--- src/rtl/pipefetch_fifo_if.sv ---
// Pipelined Wishbone read bus between the instruction prefetcher (master)
// and the instruction memory (slave).
interface pipefetch_fifo_if #(
  parameter int ADDRESS_WIDTH = 30,
  parameter int DATA_WIDTH    = 32
);
  logic                     cyc;
  logic                     stb;
  logic                     we;
  logic [ADDRESS_WIDTH-1:0] addr;
  logic [DATA_WIDTH-1:0]    wdata;
  logic                     ack;
  logic                     stall;
  logic                     err;
  logic [DATA_WIDTH-1:0]    rdata;

  modport master (
    output cyc, stb, we, addr, wdata,
    input  ack, stall, err, rdata
  );

  modport slave (
    input  cyc, stb, we, addr, wdata,
    output ack, stall, err, rdata
  );
endinterface

--- src/rtl/pipefetch_fifo.sv ---
// Pipelined instruction prefetch: streams sequential Wishbone reads into a
// small buffer and hands one instruction per clock to decode.
module pipefetch_fifo #(
  parameter int ADDRESS_WIDTH = 30,
  parameter int DATA_WIDTH    = 32,
  parameter int LGFIFO        = 2
) (
  input  logic                     i_clk,
  input  logic                     i_rst_n,
  input  logic                     i_new_pc,
  input  logic                     i_clear_cache,
  input  logic                     i_stalled_n,
  input  logic [ADDRESS_WIDTH-1:0] i_pc,
  output logic [DATA_WIDTH-1:0]    o_i,
  output logic [ADDRESS_WIDTH-1:0] o_pc,
  output logic                     o_valid,
  output logic                     o_illegal,
  pipefetch_fifo_if.master         wb
);
  localparam int AW    = ADDRESS_WIDTH;
  localparam int DW    = DATA_WIDTH;
  localparam int CW    = LGFIFO + 1;
  localparam int DEPTH = 1 << LGFIFO;
  localparam logic [CW:0] DEPTH_L = (CW+1)'(DEPTH);

  typedef enum logic [1:0] {IDLE, BUSY, HALTED} state_t;

  state_t            state, state_n;
  logic              cyc, stb, cyc_n, stb_n;
  logic [AW-1:0]     addr, addr_n, pc, target;
  logic [CW-1:0]     fill, fill_n, outst, outst_n;
  logic [CW:0]       inflight;
  logic              room;
  logic [LGFIFO-1:0] wr_ptr, rd_ptr;
  logic [DW-1:0]     mem [DEPTH];
  logic              ill_mem [DEPTH];
  logic [DW-1:0]     last_i;
  logic              flush, live, ack_v, err_v, push, pop, accept;

  // Flushes outrank bus responses; responses only count while the cycle is ours.
  assign flush  = i_new_pc | i_clear_cache;
  assign target = i_new_pc ? i_pc : pc;
  assign live   = cyc && (state == BUSY) && !flush;
  assign err_v  = live && wb.err;
  assign ack_v  = live && wb.ack && !wb.err;
  assign push   = ack_v | err_v;
  assign pop    = o_valid && i_stalled_n && !flush;
  assign accept = stb && !wb.stall && !flush && !err_v;

  always_comb begin
    state_n  = state;
    fill_n   = fill + CW'(push) - CW'(pop);
    outst_n  = outst + CW'(accept) - CW'(ack_v);
    addr_n   = accept ? addr + AW'(1) : addr;
    cyc_n    = 1'b0;
    stb_n    = 1'b0;
    inflight = '0;
    room     = 1'b0;
    if (flush) begin
      state_n = BUSY;
      fill_n  = '0;
      outst_n = '0;
      addr_n  = target;
    end else if (err_v) begin
      state_n = HALTED;
      outst_n = '0;
    end else if (state == BUSY) begin
      // Buffered plus in-flight words may never exceed the buffer depth.
      inflight = {1'b0, fill_n} + {1'b0, outst_n};
      room     = inflight < DEPTH_L;
      stb_n    = room;
      cyc_n    = room || (outst_n != '0);
    end
  end

  always_ff @(posedge i_clk or negedge i_rst_n) begin
    if (!i_rst_n) state <= IDLE;
    else          state <= state_n;
  end

  always_ff @(posedge i_clk or negedge i_rst_n) begin
    if (!i_rst_n) begin
      cyc    <= 1'b0;
      stb    <= 1'b0;
      addr   <= '0;
      fill   <= '0;
      outst  <= '0;
      wr_ptr <= '0;
      rd_ptr <= '0;
      pc     <= '0;
      last_i <= '0;
    end else begin
      cyc   <= cyc_n;
      stb   <= stb_n;
      addr  <= addr_n;
      fill  <= fill_n;
      outst <= outst_n;
      if (flush) begin
        wr_ptr <= '0;
        rd_ptr <= '0;
        pc     <= target;
      end else begin
        if (push) wr_ptr <= wr_ptr + LGFIFO'(1);
        if (pop) begin
          rd_ptr <= rd_ptr + LGFIFO'(1);
          pc     <= pc + AW'(1);
        end
      end
      if (pop) last_i <= mem[rd_ptr];
    end
  end

  always_ff @(posedge i_clk) begin
    if (push) begin
      mem[wr_ptr]     <= wb.rdata;
      ill_mem[wr_ptr] <= err_v;
    end
  end

  // An empty buffer keeps showing the last instruction handed out.
  assign o_valid   = (fill != '0);
  assign o_i       = o_valid ? mem[rd_ptr] : last_i;
  assign o_illegal = o_valid && ill_mem[rd_ptr];
  assign o_pc      = pc;

  assign wb.cyc   = cyc;
  assign wb.stb   = stb;
  assign wb.we    = 1'b0;
  assign wb.addr  = addr;
  assign wb.wdata = '0;
endmodule
--- src/flat_wrapper.sv ---
// flat-port wrapper written by rule: the top's interface ports become plain ports
module pipefetch_fifo_flat 
#(
  parameter int ADDRESS_WIDTH = 30,
  parameter int DATA_WIDTH    = 32,
  parameter int LGFIFO        = 2
)
  (i_clk, i_rst_n, i_new_pc, i_clear_cache, i_stalled_n, i_pc, o_i, o_pc, o_valid, o_illegal, wb_cyc, wb_stb, wb_we, wb_addr, wb_wdata, wb_ack, wb_stall, wb_err, wb_rdata);
  pipefetch_fifo_if #(.ADDRESS_WIDTH(ADDRESS_WIDTH), .DATA_WIDTH(DATA_WIDTH)) wb_i ();
  input  logic i_clk;
  input  logic i_rst_n;
  input  logic i_new_pc;
  input  logic i_clear_cache;
  input  logic i_stalled_n;
  input  logic [ADDRESS_WIDTH-1:0] i_pc;
  output logic [DATA_WIDTH-1:0] o_i;
  output logic [ADDRESS_WIDTH-1:0] o_pc;
  output logic o_valid;
  output logic o_illegal;
  output wire logic [$bits(wb_i.cyc)-1:0] wb_cyc;
  output wire logic [$bits(wb_i.stb)-1:0] wb_stb;
  output wire logic [$bits(wb_i.we)-1:0] wb_we;
  output wire logic [$bits(wb_i.addr)-1:0] wb_addr;
  output wire logic [$bits(wb_i.wdata)-1:0] wb_wdata;
  input wire logic [$bits(wb_i.ack)-1:0] wb_ack;
  input wire logic [$bits(wb_i.stall)-1:0] wb_stall;
  input wire logic [$bits(wb_i.err)-1:0] wb_err;
  input wire logic [$bits(wb_i.rdata)-1:0] wb_rdata;
  assign wb_cyc = wb_i.cyc;
  assign wb_stb = wb_i.stb;
  assign wb_we = wb_i.we;
  assign wb_addr = wb_i.addr;
  assign wb_wdata = wb_i.wdata;
  assign wb_i.ack = wb_ack;
  assign wb_i.stall = wb_stall;
  assign wb_i.err = wb_err;
  assign wb_i.rdata = wb_rdata;
  pipefetch_fifo #(.ADDRESS_WIDTH(ADDRESS_WIDTH), .DATA_WIDTH(DATA_WIDTH), .LGFIFO(LGFIFO)) u_core (.i_clk(i_clk), .i_rst_n(i_rst_n), .i_new_pc(i_new_pc), .i_clear_cache(i_clear_cache), .i_stalled_n(i_stalled_n), .i_pc(i_pc), .o_i(o_i), .o_pc(o_pc), .o_valid(o_valid), .o_illegal(o_illegal), .wb(wb_i));
endmodule
--- config.mk ---
export PLATFORM = sky130hd
export DESIGN_NAME = pipefetch_fifo_flat
export DESIGN_NICKNAME = d
export VERILOG_FILES = /design/src/rtl/pipefetch_fifo_if.sv /design/src/rtl/pipefetch_fifo.sv /design/src/flat_wrapper.sv
export SDC_FILE = /design/constraint.sdc
export NUM_CORES = 1
export LEC_CHECK = 0
export BUFFER_PORTS_ARGS = -buffer_cell sky130_fd_sc_hd__buf_2
export CAP_MARGIN = 10
export CORE_ASPECT_RATIO = 1.25
export CORE_MARGIN = 4
export CORE_UTILIZATION = 40
export CTS_BUF_LIST = sky130_fd_sc_hd__clkbuf_2
export DETAILED_ROUTE_END_ITERATION = 8
export PLACE_DENSITY = 0.7
export SETUP_SLACK_MARGIN = 0.4
export SLEW_MARGIN = 20
export SYNTH_ARGS = -nofsm -noshare
export SYNTH_HDL_FRONTEND = slang
export SYNTH_SLANG_ARGS = --single-unit
--- constraint.sdc ---
create_clock -name i_clk -period 4.1 [get_ports i_clk]
set_input_delay 0.82 -clock i_clk [delete_from_list [all_inputs] [get_ports i_clk]]
set_output_delay 0.82 -clock i_clk [all_outputs]
set_load 0.05 [all_outputs]
### Word-level counts from Yosys, hierarchy flattened

Memories as Yosys holds them, arrays and structs flattened.
Cells that the tools add are included.

* add/sub/neg operators: 9
* order comparisons: 1
* equal/unequal tests: 1
* mux-type cells: 23
* bitwise gates (word level): 2
* reductions and logical operators: 22

Operators with widths (count)
* two-way mux 30 bit: 5
* adder 30 x 1 -> 30 bit, second input constant: 2
* two-way mux 32 bit: 1
* two-way mux 2 bit: 6
* logical AND 1 bit: 11
* two-way mux 3 bit: 3
* two-way mux 1 bit: 8
* nonzero test 2 bit: 4
* adder 3 x 1 -> 3 bit: 2
* nonzero test 3 bit: 2
* subtractor 3 x 1 -> 3 bit: 2
* adder 2 x 1 -> 2 bit, second input constant: 2
* adder 3 x 3 -> 4 bit: 1
* zero test 1 bit: 4
* less-than comparator 4 x 3 -> 1 bit, second input constant: 1
* equality test 2 x 1 -> 1 bit, second input constant: 1
* bitwise OR 1 bit: 2
* logical OR 1 bit: 1

* flip-flop bits (word level): 106
* memory bits (writable): 132
* input port bits: 70
* output and inout bits: 129
* word-level logic and storage cells: 70
* memories kept: 2

Memory list
* u_core.mem: words 4, bits a word 32, read ports 1, clocked after Yosys merged registers in 0, write ports 1, line pipefetch_fifo.sv:35 `logic [DW-1:0] mem [DEPTH];`
* u_core.ill_mem: words 4, bits a word 1, read ports 1, clocked after Yosys merged registers in 0, write ports 1, line pipefetch_fifo.sv:36 `logic ill_mem [DEPTH];`

### Depth between registers and ports, before layout

* word-level depth: 14
* mapped depth: 16
* gate-level depth less buffers: 14

### Worst setup path before layout

Ideal clock, no wire load.

* path kind: input port to flip-flop
* start point: input port i_clear_cache
* end point: register u_core.cyc (netlist: u_core.wb.cyc)
* library setup time: 0.088 ns
* arrival: 3.756 ns
* required time: 4.012 ns
* path slack: 0.256 ns
* cell stages on the path: 15
* path buffers: 3
* cell sequence: buf_6 or2_1 buf_4 nor2_1 buf_2 ha_1 inv_1 ha_1 inv_1 fa_1 xnor2_1 xnor2_1 ha_1 or3_1 a41oi_1

* elaborated cells on any way between the ends: 22
* those cells by class: add/sub: 5; order compare: 1; mux: 3; bitwise: 2; reduce/logical: 11

RTL lines
* start: declaration: line flat_wrapper.sv:13 `input logic i_clear_cache;`
* bitwise OR 1 bit: line pipefetch_fifo.sv:41 `assign flush = i_new_pc | i_clear_cache;`
* zero test 1 bit: line pipefetch_fifo.sv:47 `assign pop = o_valid && i_stalled_n && !flush;`
* logical AND 1 bit: line pipefetch_fifo.sv:47
* via u_core.pop: line pipefetch_fifo.sv:38 `logic flush, live, ack_v, err_v, push, pop, accept;`
* subtractor 3 x 1 -> 3 bit: line pipefetch_fifo.sv:52 `fill_n = fill + CW'(push) - CW'(pop);`
* adder 3 x 3 -> 4 bit: line pipefetch_fifo.sv:69 `inflight = {1'b0, fill_n} + {1'b0, outst_n};`
* less-than comparator 4 x 3 -> 1 bit: line pipefetch_fifo.sv:70 `room = inflight < DEPTH_L;`
* logical OR 1 bit: line pipefetch_fifo.sv:72 `cyc_n = room || (outst_n != '0);`
* two-way mux 1 bit: line pipefetch_fifo.sv:67 `end else if (state == BUSY) begin`
* two-way mux 1 bit: line pipefetch_fifo.sv:64 `end else if (err_v) begin`
* two-way mux 1 bit: line pipefetch_fifo.sv:59 `if (flush) begin`
* via u_core.cyc_n: line pipefetch_fifo.sv:29 `logic cyc, stb, cyc_n, stb_n;`
* end signal: assignment: line pipefetch_fifo.sv:93 `cyc <= cyc_n;`
* end: declaration: line pipefetch_fifo.sv:29

The timed path passes the listed nets, and every way through them passes these cells.
A chain may end at the register's enable or synchronous reset.

### Worst setup path in the final report

* start point: register u_core.rd_ptr[0]
* end point: output port o_i[13]

* word-level cells in the longest chain between the ends: 2

RTL lines
* start: declaration: line pipefetch_fifo.sv:34 `logic [LGFIFO-1:0] wr_ptr, rd_ptr;`
* start signal: assignment: line pipefetch_fifo.sv:105 `rd_ptr <= rd_ptr + LGFIFO'(1);`
* memory read (4 x 32 bit)
* two-way mux 32 bit: line pipefetch_fifo.sv:122 `assign o_i = o_valid ? mem[rd_ptr] : last_i;`
* end: declaration: line flat_wrapper.sv:16 `output logic [DATA_WIDTH-1:0] o_i;`

Every way passes these cells.

==> out/results.tsv <==
metric	value	unit
status	completed	
arrival	2.64	ns
relSlewSlack	30.17	%
cp_max_fo	35	
drt-pass1-iter-count	5	
synth_seq_cells	238	
dieArea	30670	µm²
viasPerCell	5.423	
port-buffer-count	165	
worst_clock_skew	0.05915	ns
ir_drop	0.2723	mV
drtIter0Drc	587	
fp.dieW	157.4	µm
clockRootBuffer	clkbuf_2	
hold_ws	0.09726	ns
grt_max_degree	62	
finalNetCount	1151	
grt_use_total	18.26	%
worstHoldPathType	in2async	
maxCapViolCount	0	
finalWirelength	28630	µm
rows	68	
async_flop_share	44.54	%
drt.antenna.violating_nets	0	
cp-start-kind	flip-flop	
synth-edff-count	132	
maxSlewViolCount	0	
drive_gt1_share	36.45	%
grt_pass1_vias	8053	
hold_viol	0	
yosysSeqAreaShare	59.25	%
synthToLayoutAreaGrowth	15.57	%
synth_warnings	0	
yosysTopAreaCell	edfxtp_1	
htreeDepth	2	
p_per_area	392.1	nW/µm²
drcViolationCount	0	
synth.most_common_cell	edfxtp_1	
worst_pin_slew	1.039	ns
p_leak	0.005396	µW
syn_area_per_cell	13.02	µm²
critPathRequiredTime	3.28	ns
start_util	40.51	%
core_area	27570	µm²
cts_tree	built	
ys_types	70	
netlist.area_leader.share	35.50	%
hpwl	19920	µm
synth_area	11170	µm²
rsz0062_at_grt	false	
endpoint_kind	output port	
min_period_over_period	84.50	%
grt_pass1_wl	44150	µm
final_core_util	46.82	%
synth_ff_type	edfxtp_1	
synth_common_cells	132 x edfxtp_1, 106 x dfrtp_1, 79 x nand2_1	
clk_pin_slew	0.09	ns
clock-sinks	238	
worst-setup-path-type	reg2out	
antenna_found_initial	2	
die_h	194.8	µm
nFillCells	2515	
wl_per_cell	19.51	µm
synthCells	858	
grt_overflow	0	
num_vias	7956	
numCtsBuffers	58	
setup-tns-final	0	ns
clock_path_buffers	3	
pin_count	199	
finalSetupViolCount	0	
finalWeightedCongestion	0.8592	
fin_crit	3.465	ns
clock_latency	0.80	ns
synth_area_leaders	edfxtp_1 35%, dfrtp_1 24%, mux4_2 6.7%	
fmax	0.2886	GHz
postCtsSetupBuffers	0	
per-stage QoR:
step | cells | power, µW | setup WS, ns | cell area, µm²
floorplan | 890 | 3303 | 0.4024 | 11300
global placement | 1357 | 3508 | 0.4191 | 12340
detailed placement | 1357 | 3522 | 0.2986 | 12340
CTS | 1464 | 5134 | 0.4705 | 12900
global route | 1467 | 5334 | 0.4028 | 12910
finish | 1467 | 5060 | 0.6353 | 12910
registers in the layout, indices dropped and copies added, names as in the netlist:
| signal | cells |
|---|---|
| u_core.outst | 3 |
| u_core.last_i | 32 |
| u_core.wb.addr | 30 |
| u_core.wb.stb | 1 |
| u_core.mem | 128 |
| u_core.ill_mem | 4 |
| u_core.wb.cyc | 1 |
| u_core.wr_ptr | 2 |
| u_core.state | 2 |
| u_core.rd_ptr | 2 |
| u_core.o_pc | 30 |
| u_core.fill | 3 |
critical path, stage by stage (launching register included):
cell	delay [ns]
dfrtp_2	0.37
buf_8	0.35
mux4_2	0.56
mux2_2	0.31
buf_2	0.22
power breakdown:
group / leakage (µW) / internal (µW) / total (µW) / switching [µW]
sequential: 0.00260 / 2610 / 2710 / 104
combinational: 0.00238 / 194 / 762 / 568
clock: 0.000417 / 646 / 1590 / 943
what timing repair did:
action	in CTS	in global routing
gates resized for setup	2	0
endpoints found under the setup margin	33	0
endpoints found under the hold margin	0	0
hold buffers	0	0
kinds of logic after synthesis:
logic type               count (synthesis)  share of synthesized area (%)
flip-flops                             238                          59.25
buffers and inverters                   90                          4.392
adder cells (fa/ha/maj)                 14                          1.703
multiplexers                            98                          13.20
other                                    1                        0.03358
AO/OA/AOI/OAI                          170                          9.221
AND/OR/NAND/NOR                        223                          10.32
XOR/XNOR                                24                          1.882
final timing paths:
kind,endpoint,slack (ns),start,depth (start not counted)
max,o_i[13],0.64,u_core.rd_ptr[0],4
min,u_core.wb.addr[4],0.1,i_rst_n,1
max in group asynchronous,u_core.fill[0],3.22,i_rst_n,2
max reg2reg,u_core.wb.stb,0.67,u_core.fill[1],13
min reg2reg,u_core.last_i[17],0.52,u_core.last_i[17],1
min in group i_clk,u_core.mem[1][11],0.21,wb_rdata[11],1
placed cells by master (no fill, tap or decap), types with 3 or more instances in the layout:
master	instances
buf_4	21
o31ai_1	5
inv_1	19
nand3_1	24
dfrtp_1	105
nor2_1	49
nand4_1	19
mux2_2	64
nand2b_1	4
mux4_2	33
edfxtp_1	132
a2bb2oi_1	5
xor2_1	8
nor3_2	3
ha_1	12
clkinv_1	13
xnor2_1	16
and2_2	4
o211ai_1	3
clkbuf_2	89
and2_1	5
a31oi_1	3
a21oi_1	71
and3_1	7
o21ai_0	37
nand2_1	79
a22oi_1	25
conb_1	33
diode_2	3
buf_2	164
metal layers:
metal / vias up / GRT usage [%] / wire length [µm]
li1: 3610 / - / -
met1: 3907 / 21.84 / 10770
met2: 376 / 31.17 / 14390
met3: 61 / 4.566 / 2479
met4: 2 / 7.682 / 979
met5: - / 0 / 13
layout make-up:
| cell class | instances | area (µm²) | area share [%] |
|---|---|---|---|
| Timing Repair Buffer | 187 | 1013 | 7.853 |
| Clock buffer | 89 | 445.4 | 3.451 |
| Multi-Input combinational cell | 562 | 4199 | 32.54 |
| Antenna cell | 3 | 7.507 | 0.05817 |
| Inverter | 20 | 80.08 | 0.6205 |
| Clock inverter | 18 | 105.1 | 0.8144 |
| Sequential cell | 238 | 6618 | 51.27 |
| Tap cell | 350 | 437.9 | 3.393 |
Power figures use the tool's default switching activity.
